===== src/rtl/serv_rf_ram_if.sv =====
// serv_rf_ram_if
// Bridges the bit-serial core register-file ports to a WIDTH-bit simple
// dual-port RAM. The RAM holds x0..x31 plus optional CSR shadow registers.
// Register r, chunk n holds bits [n*WIDTH +: WIDTH] at RAM address {r,n}.
//
// Ports
//   i_clk, i_rst_n         clock, asynchronous active-low reset
//   i_rreq, i_rreg0/1      read start pulse and rs1/rs2 register numbers
//   o_ready                one-cycle pulse: bit 0 of both operands is on o_rdata0/1
//   o_rdata0/1             registered serial operands, LSB first, 32 bits
//   i_wreq                 write start pulse, coincident with serial bit 0
//   i_wen0/1, i_wreg0/1    per-port enable and register, sampled at i_wreq
//   i_wdata0/1             serial write data, LSB first
//   o_raddr, o_ren, i_rdata   RAM read port (data one cycle after o_ren)
//   o_waddr, o_wdata, o_wen   RAM write port
//
// Handshake: there is no back-pressure. i_rreq / i_wreq are single-cycle
// start pulses accepted only when the matching sequencer is idle (a write may
// also restart in the cycle of its own last port0 chunk); a pulse arriving
// while busy is dropped. Reads and writes run concurrently.
module serv_rf_ram_if #(
  parameter int WIDTH    = 2,
  parameter int CSR_REGS = 4,
  parameter int RAW      = $clog2(32 + CSR_REGS),
  parameter int AW       = RAW + $clog2(32 / WIDTH)
) (
  input  logic             i_clk,
  input  logic             i_rst_n,
  input  logic             i_rreq,
  input  logic [RAW-1:0]   i_rreg0,
  input  logic [RAW-1:0]   i_rreg1,
  output logic             o_ready,
  output logic             o_rdata0,
  output logic             o_rdata1,
  input  logic             i_wreq,
  input  logic             i_wen0,
  input  logic             i_wen1,
  input  logic [RAW-1:0]   i_wreg0,
  input  logic [RAW-1:0]   i_wreg1,
  input  logic             i_wdata0,
  input  logic             i_wdata1,
  output logic [AW-1:0]    o_raddr,
  output logic             o_ren,
  input  logic [WIDTH-1:0] i_rdata,
  output logic [AW-1:0]    o_waddr,
  output logic [WIDTH-1:0] o_wdata,
  output logic             o_wen
);

  localparam int         LW = $clog2(WIDTH);
  localparam logic [5:0] W6 = 6'(WIDTH);
  localparam logic [5:0] WM = 6'(WIDTH - 1);

  // ---------------------------------------------------------------- read
  // rcnt is the cycle offset from the accepted request; rt reads as 0 in
  // the accept cycle itself so chunk 0 of rs1 can be addressed at once.
  logic             rbusy;
  logic [5:0]       rcnt;
  logic [5:0]       rt;
  logic             rstart;
  logic [RAW-1:0]   rreg0_q, rreg1_q, rsel;
  logic             rz0, rz1;
  logic             ren0, ren1;
  logic             rd0_q, rd1_q;
  logic [WIDTH-1:0] rsr0, rsr1;
  logic             rdata0_q, rdata1_q;
  logic             rwin;

  assign rstart = i_rreq & ~rbusy;
  assign rt     = rbusy ? rcnt : 6'd0;
  // rs1 chunks on offsets == 0 mod WIDTH, rs2 chunks one cycle later
  assign ren0   = (rstart | rbusy) && (rt < 6'd32) && ((rt & WM) == 6'd0);
  assign ren1   = rbusy && (rt < 6'd32) && ((rt & WM) == 6'd1);
  assign rsel   = ren1 ? rreg1_q : (rbusy ? rreg0_q : i_rreg0);
  // {reg, offset} >> log2(WIDTH) gives {reg, chunk}; the rs2 +1 drops out
  assign o_raddr = AW'({rsel, rt[4:0]} >> LW);
  assign o_ren   = ren0 | ren1;
  assign o_ready = rbusy && (rcnt == 6'd3);
  // output registers load bit k at offset 2+k, so it shows at offset 3+k
  assign rwin    = rbusy && (rcnt >= 6'd2) && (rcnt <= 6'd33);
  assign o_rdata0 = rdata0_q;
  assign o_rdata1 = rdata1_q;

  always_ff @(posedge i_clk or negedge i_rst_n) begin
    if (!i_rst_n) begin
      rbusy    <= 1'b0;
      rcnt     <= 6'd0;
      rreg0_q  <= '0;
      rreg1_q  <= '0;
      rz0      <= 1'b0;
      rz1      <= 1'b0;
      rd0_q    <= 1'b0;
      rd1_q    <= 1'b0;
      rsr0     <= '0;
      rsr1     <= '0;
      rdata0_q <= 1'b0;
      rdata1_q <= 1'b0;
    end else begin
      if (rstart) begin
        rbusy   <= 1'b1;
        rcnt    <= 6'd1;
        rreg0_q <= i_rreg0;
        rreg1_q <= i_rreg1;
        rz0     <= (i_rreg0 == '0);
        rz1     <= (i_rreg1 == '0);
      end else if (rbusy) begin
        if (rcnt == 6'd34) rbusy <= 1'b0;
        rcnt <= rcnt + 6'd1;
      end
      rd0_q <= ren0;
      rd1_q <= ren1;
      // rs1 data arrives one cycle before its first bit is needed: buffer it
      if (rd0_q) rsr0 <= rz0 ? '0 : i_rdata;
      else       rsr0 <= rsr0 >> 1;
      rdata0_q <= rwin & rsr0[0];
      // rs2 data arrives exactly when its first bit is needed: bypass bit 0
      if (rd1_q) begin
        rdata1_q <= rwin & ~rz1 & i_rdata[0];
        rsr1     <= rz1 ? '0 : (i_rdata >> 1);
      end else begin
        rdata1_q <= rwin & rsr1[0];
        rsr1     <= rsr1 >> 1;
      end
    end
  end

  // --------------------------------------------------------------- write
  logic             wbusy;
  logic [5:0]       wcnt;
  logic             wstart;
  logic [RAW-1:0]   wreg0_q, wreg1_q;
  logic             we0_q, we1_q;
  logic [WIDTH-1:0] wsr0, wsr1, whold1;
  logic             wp0;
  logic [4:0]       wsub;
  logic [AW-1:0]    waddr0, waddr1_next, whaddr1;
  logic             w1_pend, w1_en;

  // a new write may start in the cycle the previous one issues its last
  // port0 chunk; that chunk still uses the old registered state
  assign wstart = i_wreq & (~wbusy | (wcnt == 6'd32));
  assign wp0    = wbusy && (wcnt >= W6) && ((wcnt & WM) == 6'd0);
  assign wsub   = 5'(wcnt - W6);
  assign waddr0      = AW'({wreg0_q, wsub} >> LW);
  assign waddr1_next = AW'({wreg1_q, wsub} >> LW);
  // port0 and port1 writes never fall in the same cycle
  assign o_wen   = (wp0 & we0_q) | (w1_pend & w1_en);
  assign o_waddr = w1_pend ? whaddr1 : waddr0;
  assign o_wdata = w1_pend ? whold1 : wsr0;

  always_ff @(posedge i_clk or negedge i_rst_n) begin
    if (!i_rst_n) begin
      wbusy   <= 1'b0;
      wcnt    <= 6'd0;
      wreg0_q <= '0;
      wreg1_q <= '0;
      we0_q   <= 1'b0;
      we1_q   <= 1'b0;
      wsr0    <= '0;
      wsr1    <= '0;
      whold1  <= '0;
      whaddr1 <= '0;
      w1_pend <= 1'b0;
      w1_en   <= 1'b0;
    end else begin
      // free-running shifters: after WIDTH shifts bit 0 holds the earliest bit
      wsr0 <= {i_wdata0, wsr0[WIDTH-1:1]};
      wsr1 <= {i_wdata1, wsr1[WIDTH-1:1]};
      if (wstart) begin
        wbusy   <= 1'b1;
        wcnt    <= 6'd1;
        wreg0_q <= i_wreg0;
        wreg1_q <= i_wreg1;
        we0_q   <= i_wen0 && (i_wreg0 != '0);
        we1_q   <= i_wen1 && (i_wreg1 != '0);
      end else if (wbusy) begin
        if (wcnt == 6'd32) wbusy <= 1'b0;
        wcnt <= wcnt + 6'd1;
      end
      // port1 chunk is parked while the shifter moves on to the next chunk
      w1_pend <= wp0;
      if (wp0) begin
        whold1  <= wsr1;
        whaddr1 <= waddr1_next;
        w1_en   <= we1_q;
      end
    end
  end

endmodule


===== config.mk =====
export PLATFORM = sky130hd
export DESIGN_NAME = serv_rf_ram_if
export DESIGN_NICKNAME = d
export VERILOG_FILES = /design/src/rtl/serv_rf_ram_if.sv
export SDC_FILE = /design/constraint.sdc
export NUM_CORES = 1
export LEC_CHECK = 0
export CORE_ASPECT_RATIO = 1.25
export CORE_MARGIN = 1.5
export CORE_UTILIZATION = 35
export CTS_BUF_LIST = sky130_fd_sc_hd__clkbuf_8 sky130_fd_sc_hd__clkbuf_16
export DETAILED_ROUTE_END_ITERATION = 16
export PLACE_DENSITY_LB_ADDON = 0.25
export REMOVE_ABC_BUFFERS = 1
export SLEW_MARGIN = 15
export SYNTH_ARGS = -nofsm -noshare
export SYNTH_HDL_FRONTEND = slang
export SYNTH_SLANG_ARGS = --single-unit

===== constraint.sdc =====
create_clock -name i_clk -period 1.65 [get_ports i_clk]
set_input_delay 0.2475 -clock i_clk [delete_from_list [all_inputs] [get_ports i_clk]]
set_output_delay 0.2475 -clock i_clk [all_outputs]
set_load 0.005 [all_outputs]

==> results by stage <==
Place:
- The worst setup slack after placement is -0.201 ns.
- The global placer's final weighted congestion is 0.773.
- The HPWL after detailed placement is 4.82 mm.
- After detailed placement, the total cell area comes to 4230 sq um.
- Input and output buffers added on the ports amount to 60.

Routing:
- The count of TritonRoute iterations in the first routing pass is 4.
- The via density per instance is 4.76.
- The average wire per cell in the routed design is 14.7 microns.
- The final antenna-violating net count is 0.
- The detailed router finished its first iteration with 28 violations.
- The residual DRC count is 0.
- Summing over every cut layer, the via total after detailed routing is 2389.
- The sum of routed wire length over all layers is 7.37 mm.

Clock network:
- The CTS tree is built.
- At the later pin of the worst-skew pair, clock insertion delay measures 0.35 ns.
- The clock tree root driver cell is sky130_fd_sc_hd__clkbuf_8.
- The number of sinks driven by the clock tree is 67.
- After clock tree synthesis, the clock-pin slew on the worst setup and hold paths is 0.07 ns.
- The maximum count of clock buffers along a single path is 2.
- The number of buffers created by CTS is 9.
- The depth of the CTS H-tree is 3.

Yosys:
- Of the total synthesized cell area, the portion taken by XOR and XNOR cells is 0.0193.
- The flip-flop and latch count after synthesis is 67.
- The number of warnings printed during yosys synthesis is 0.
- The synthesized-area fraction occupied by ao, oa, aoi and oai cells is 0.0817.
- The share of synthesized area in the top cell type comes to 0.527.
- The unique cell type count in the Yosys netlist is 41.
- The adder-cell share of the synthesized area is 0.0354.
- The number of enable-type register cells in the synthesized netlist is 0.
- Of the total synthesized cell area, the portion taken by AND, OR, NAND and NOR gates is 0.0974.
- Measured against the total synthesized area, the mux share comes to 0.208.
- The main combinational cell family by area after synthesis is multiplexers.
- In the post-synthesis netlist, the biggest area contributors are sky130_fd_sc_hd__dfrtp_1 (53%), sky130_fd_sc_hd__mux2_2 (12%), sky130_fd_sc_hd__mux2_4 (5.7%), sky130_fd_sc_hd__ha_1 (3.5%), sky130_fd_sc_hd__mux2i_1 (3.1%).
- Counting flops with an async set or reset pin after synthesis yields a share of 1.00.
- The most common flop cell mapped by yosys is sky130_fd_sc_hd__dfrtp_1.
- In this run the mean area of a mapped cell was 12.8 sq um.
- The largest area contributor in the netlist is sky130_fd_sc_hd__dfrtp_1.
- The share of synthesized area occupied by flip-flops and latches is 0.527.
- In this run the cell area of the synthesized design comes to 3180 sq um.
- The instance count of the mapped netlist is 249.

Power and ir drop:
- The power density over cell area is 1930 nW/um^2.
- The overall power consumption is 9350 uW.
- The maximum resistive drop on vdd is 816 uV.
- The leakage power summed over all cells is 0.00224 uW.

Global route:
- The first global-routing pass estimated 12.0 mm of wire.
- Summed over all layers, the global routing overflow is 0.
- The overall fraction of global-route tracks in use is 0.166.
- The number of global-route vias before repair was 2566.
- The initial antenna violation count was 0.
- Entering global routing, the biggest net connects 68 pins.

Timing:
- The max-slew headroom at the worst pin is 0.725.
- The setup total negative slack is -2.25 ns.
- The slew at the pin closest to its max-slew limit is 0.407 ns.
- The highest achievable clock rate is 546 MHz.
- Setup repair after global routing could not meet its margin everywhere.
- The number of setup violations in the final report is 31.
- The clock skew is 0.0106 ns.
- The worst hold slack is 0.331 ns.
- The share of the cycle needed by the critical path after routing is 1.11.
- Counting I/O delays and the setup requirement, the final critical path takes 1.83 ns.
- The hold violation total from the final report is 0.
- The total count of max-transition violations in the final report was 0.
- The final critical-path setup slack is -0.183 ns.

Die:
- The area of the core is 8750 sq um.
- The width of the die is 88.3 microns.
- For this configuration, the core starts out at a cell density of 0.364.
- The number of placed I/O pins is 61.
- The total die area is 9680 sq um.
- The vertical extent of the die is 110 microns.
- The initialized floorplan defines 38 standard-cell rows.

Worst setup path:
- The highest fanout seen on the critical path is 3.
- The critical path data required time is 1.40 ns.
- The critical path goes through buf_6 > nor3_4 > xor2_1 > mux2_4 > clkbuf_2.
- The maximum cell stage delay along the critical path is 0.41 ns.
- The worst register-to-register path has a setup slack of -0.10 ns.
- The critical setup path kind is flop to output port.
- The capturing element type of the critical path is an output port.
- The arrival time at the worst endpoint is 1.59 ns.
- The origin of the critical flop-to-flop path is wcnt[1].
- The timing startpoint of the critical path is wcnt[1].
- STA classifies the critical path startpoint as a flop.
- The largest individual stage delay along the critical path comes from the cell sky130_fd_sc_hd__dfrtp_1.

Final layout:
- Of the cells placed in the final design, the portion with a size suffix greater than 1 is 0.461.
- The number of nets in the finished design is 420.
- 0 antenna diodes ended up in the layout.
- Once layout is done, the placed cells without fillers occupy 4840 sq um.
- The area added between synthesis and finish is 52.0%.

Run status:
- The final reports fail on negative setup slack.
- The flow ran to the end, but the final reports show violations.

Hold path:
- The path class of the tightest hold or removal check is primary input to flop.
- The worst hold path begins at i_wdata0.

Job:
- Across the run, the number of max-cap violations was 0.
[worst paths after layout]
| check | end | cells past startpoint |
|---|---|---|
| min in group asynchronous | whaddr1[0] | 3 |
| hold reg to reg | wsr0[0] | 0 |
| setup / recovery | o_waddr[3] | 5 |
| hold / removal | wsr0[1] | 1 |
| setup reg to reg | wreg0_q[4] | 8 |
| max in group asynchronous | w1_pend | 3 |
[cells in the mapped netlist (3+ instances only)]
cell,instances
sky130_fd_sc_hd__inv_1,9
sky130_fd_sc_hd__ha_1,9
sky130_fd_sc_hd__a22o_1,4
sky130_fd_sc_hd__xor2_1,5
sky130_fd_sc_hd__mux2_4,12
sky130_fd_sc_hd__nor3_1,6
sky130_fd_sc_hd__nand2_1,16
sky130_fd_sc_hd__and2_1,4
sky130_fd_sc_hd__nor2_1,9
sky130_fd_sc_hd__a21oi_1,3
sky130_fd_sc_hd__dfrtp_1,67
sky130_fd_sc_hd__nand2b_1,3
sky130_fd_sc_hd__o21ai_0,11
sky130_fd_sc_hd__buf_2,5
sky130_fd_sc_hd__or4_1,4
sky130_fd_sc_hd__buf_6,3
sky130_fd_sc_hd__mux2_2,34
sky130_fd_sc_hd__o41ai_1,3
sky130_fd_sc_hd__mux2i_1,10
[state kept, by name (all words and copies together), names as in the netlist, 2 cells and up]
signal,cells
wcnt,6
whaddr1,10
whold1,2
wreg0_q,6
rreg1_q,6
rcnt,6
wsr1,2
wreg1_q,6
rreg0_q,6
wsr0,2
rsr0,2
[per-stage QoR]
step / utilization / std cells
after floorplan: - / 239
after global placement: 0.483 / 459
after detailed placement: 0.483 / 459
after CTS: 0.547 / 501
after global routing: 0.553 / 502
final: 0.553 / 502
[cells in the final DEF, fill, tap and decap left out, types with 3 or more instances in the layout]
cell type,count
sky130_fd_sc_hd__a22o_1,4
sky130_fd_sc_hd__and2_1,4
sky130_fd_sc_hd__buf_12,8
sky130_fd_sc_hd__buf_2,17
sky130_fd_sc_hd__buf_4,38
sky130_fd_sc_hd__buf_6,22
sky130_fd_sc_hd__clkbuf_2,4
sky130_fd_sc_hd__clkbuf_8,11
sky130_fd_sc_hd__clkdlybuf4s50_1,34
sky130_fd_sc_hd__dfrtp_1,66
sky130_fd_sc_hd__ha_1,5
sky130_fd_sc_hd__ha_4,4
sky130_fd_sc_hd__inv_1,8
sky130_fd_sc_hd__mux2_2,27
sky130_fd_sc_hd__mux2_4,19
sky130_fd_sc_hd__mux2i_1,8
sky130_fd_sc_hd__nand2_1,16
sky130_fd_sc_hd__nand2b_1,3
sky130_fd_sc_hd__nor2_1,7
sky130_fd_sc_hd__nor3_1,4
sky130_fd_sc_hd__nor3_4,3
sky130_fd_sc_hd__o21ai_0,4
sky130_fd_sc_hd__o21ai_1,4
sky130_fd_sc_hd__o21ai_2,3
sky130_fd_sc_hd__o41ai_1,3
sky130_fd_sc_hd__or4_1,4
sky130_fd_sc_hd__xor2_1,5
[what timing repair did]
item,4_1_cts,5_1_grt
endpoints found under the setup margin,39,52
cloned,1,0
hold endpoints to repair,67,0
gates resized for setup,135,31
buffers inserted,26,9
pin swaps,12,12
hold buffers,1,0
[worst max-delay path: cells and delay by family (launching register included)]
| family | cells | cell delay, ns |
|---|---|---|
| buffers and inverters | 2 | 0.24 |
| multiplexers | 1 | 0.27 |
| flip-flops | 1 | 0.41 |
| AND/OR/NAND/NOR | 1 | 0.21 |
| XOR/XNOR | 1 | 0.11 |
[metal layers]
metal  track usage  wire length, microns  vias to the layer above  part of all wire
met5             0                     0                        -                 0
met4        0.0781                   175                        0             0.024
met3        0.0511                   381                       14             0.052
met2         0.271                  3590                       65              0.49
met1         0.199                  3230                     1170              0.44
li1              -                     -                     1140                 -
[logic make-up after synthesis]
family / after synthesis
AOI/OAI and AO/OA: 35
xor gates and xnor gates: 7
DFF: 67
and+or+nand+nor: 56
adders and majority gates: 9
buffers and inverters: 19
muxes: 56
[cell type report]
| class | count | area [sq um] |
|---|---|---|
| fill | 769 | 3910 |
| clock inverter | 5 | 85.1 |
| multi-input combinational | 163 | 1550 |
| tap | 120 | 150 |
| clock buffer | 11 | 151 |
| inverter | 9 | 36.3 |
| sequential | 67 | 1680 |
| timing repair buffer | 127 | 1190 |
[where the power goes]
group,switching [uW],total [uW],internal [uW]
registers,436,2810,2380
clock network,655,1590,938
logic,1920,4950,3030
No activity file was read; power rests on OpenSTA's default activity.
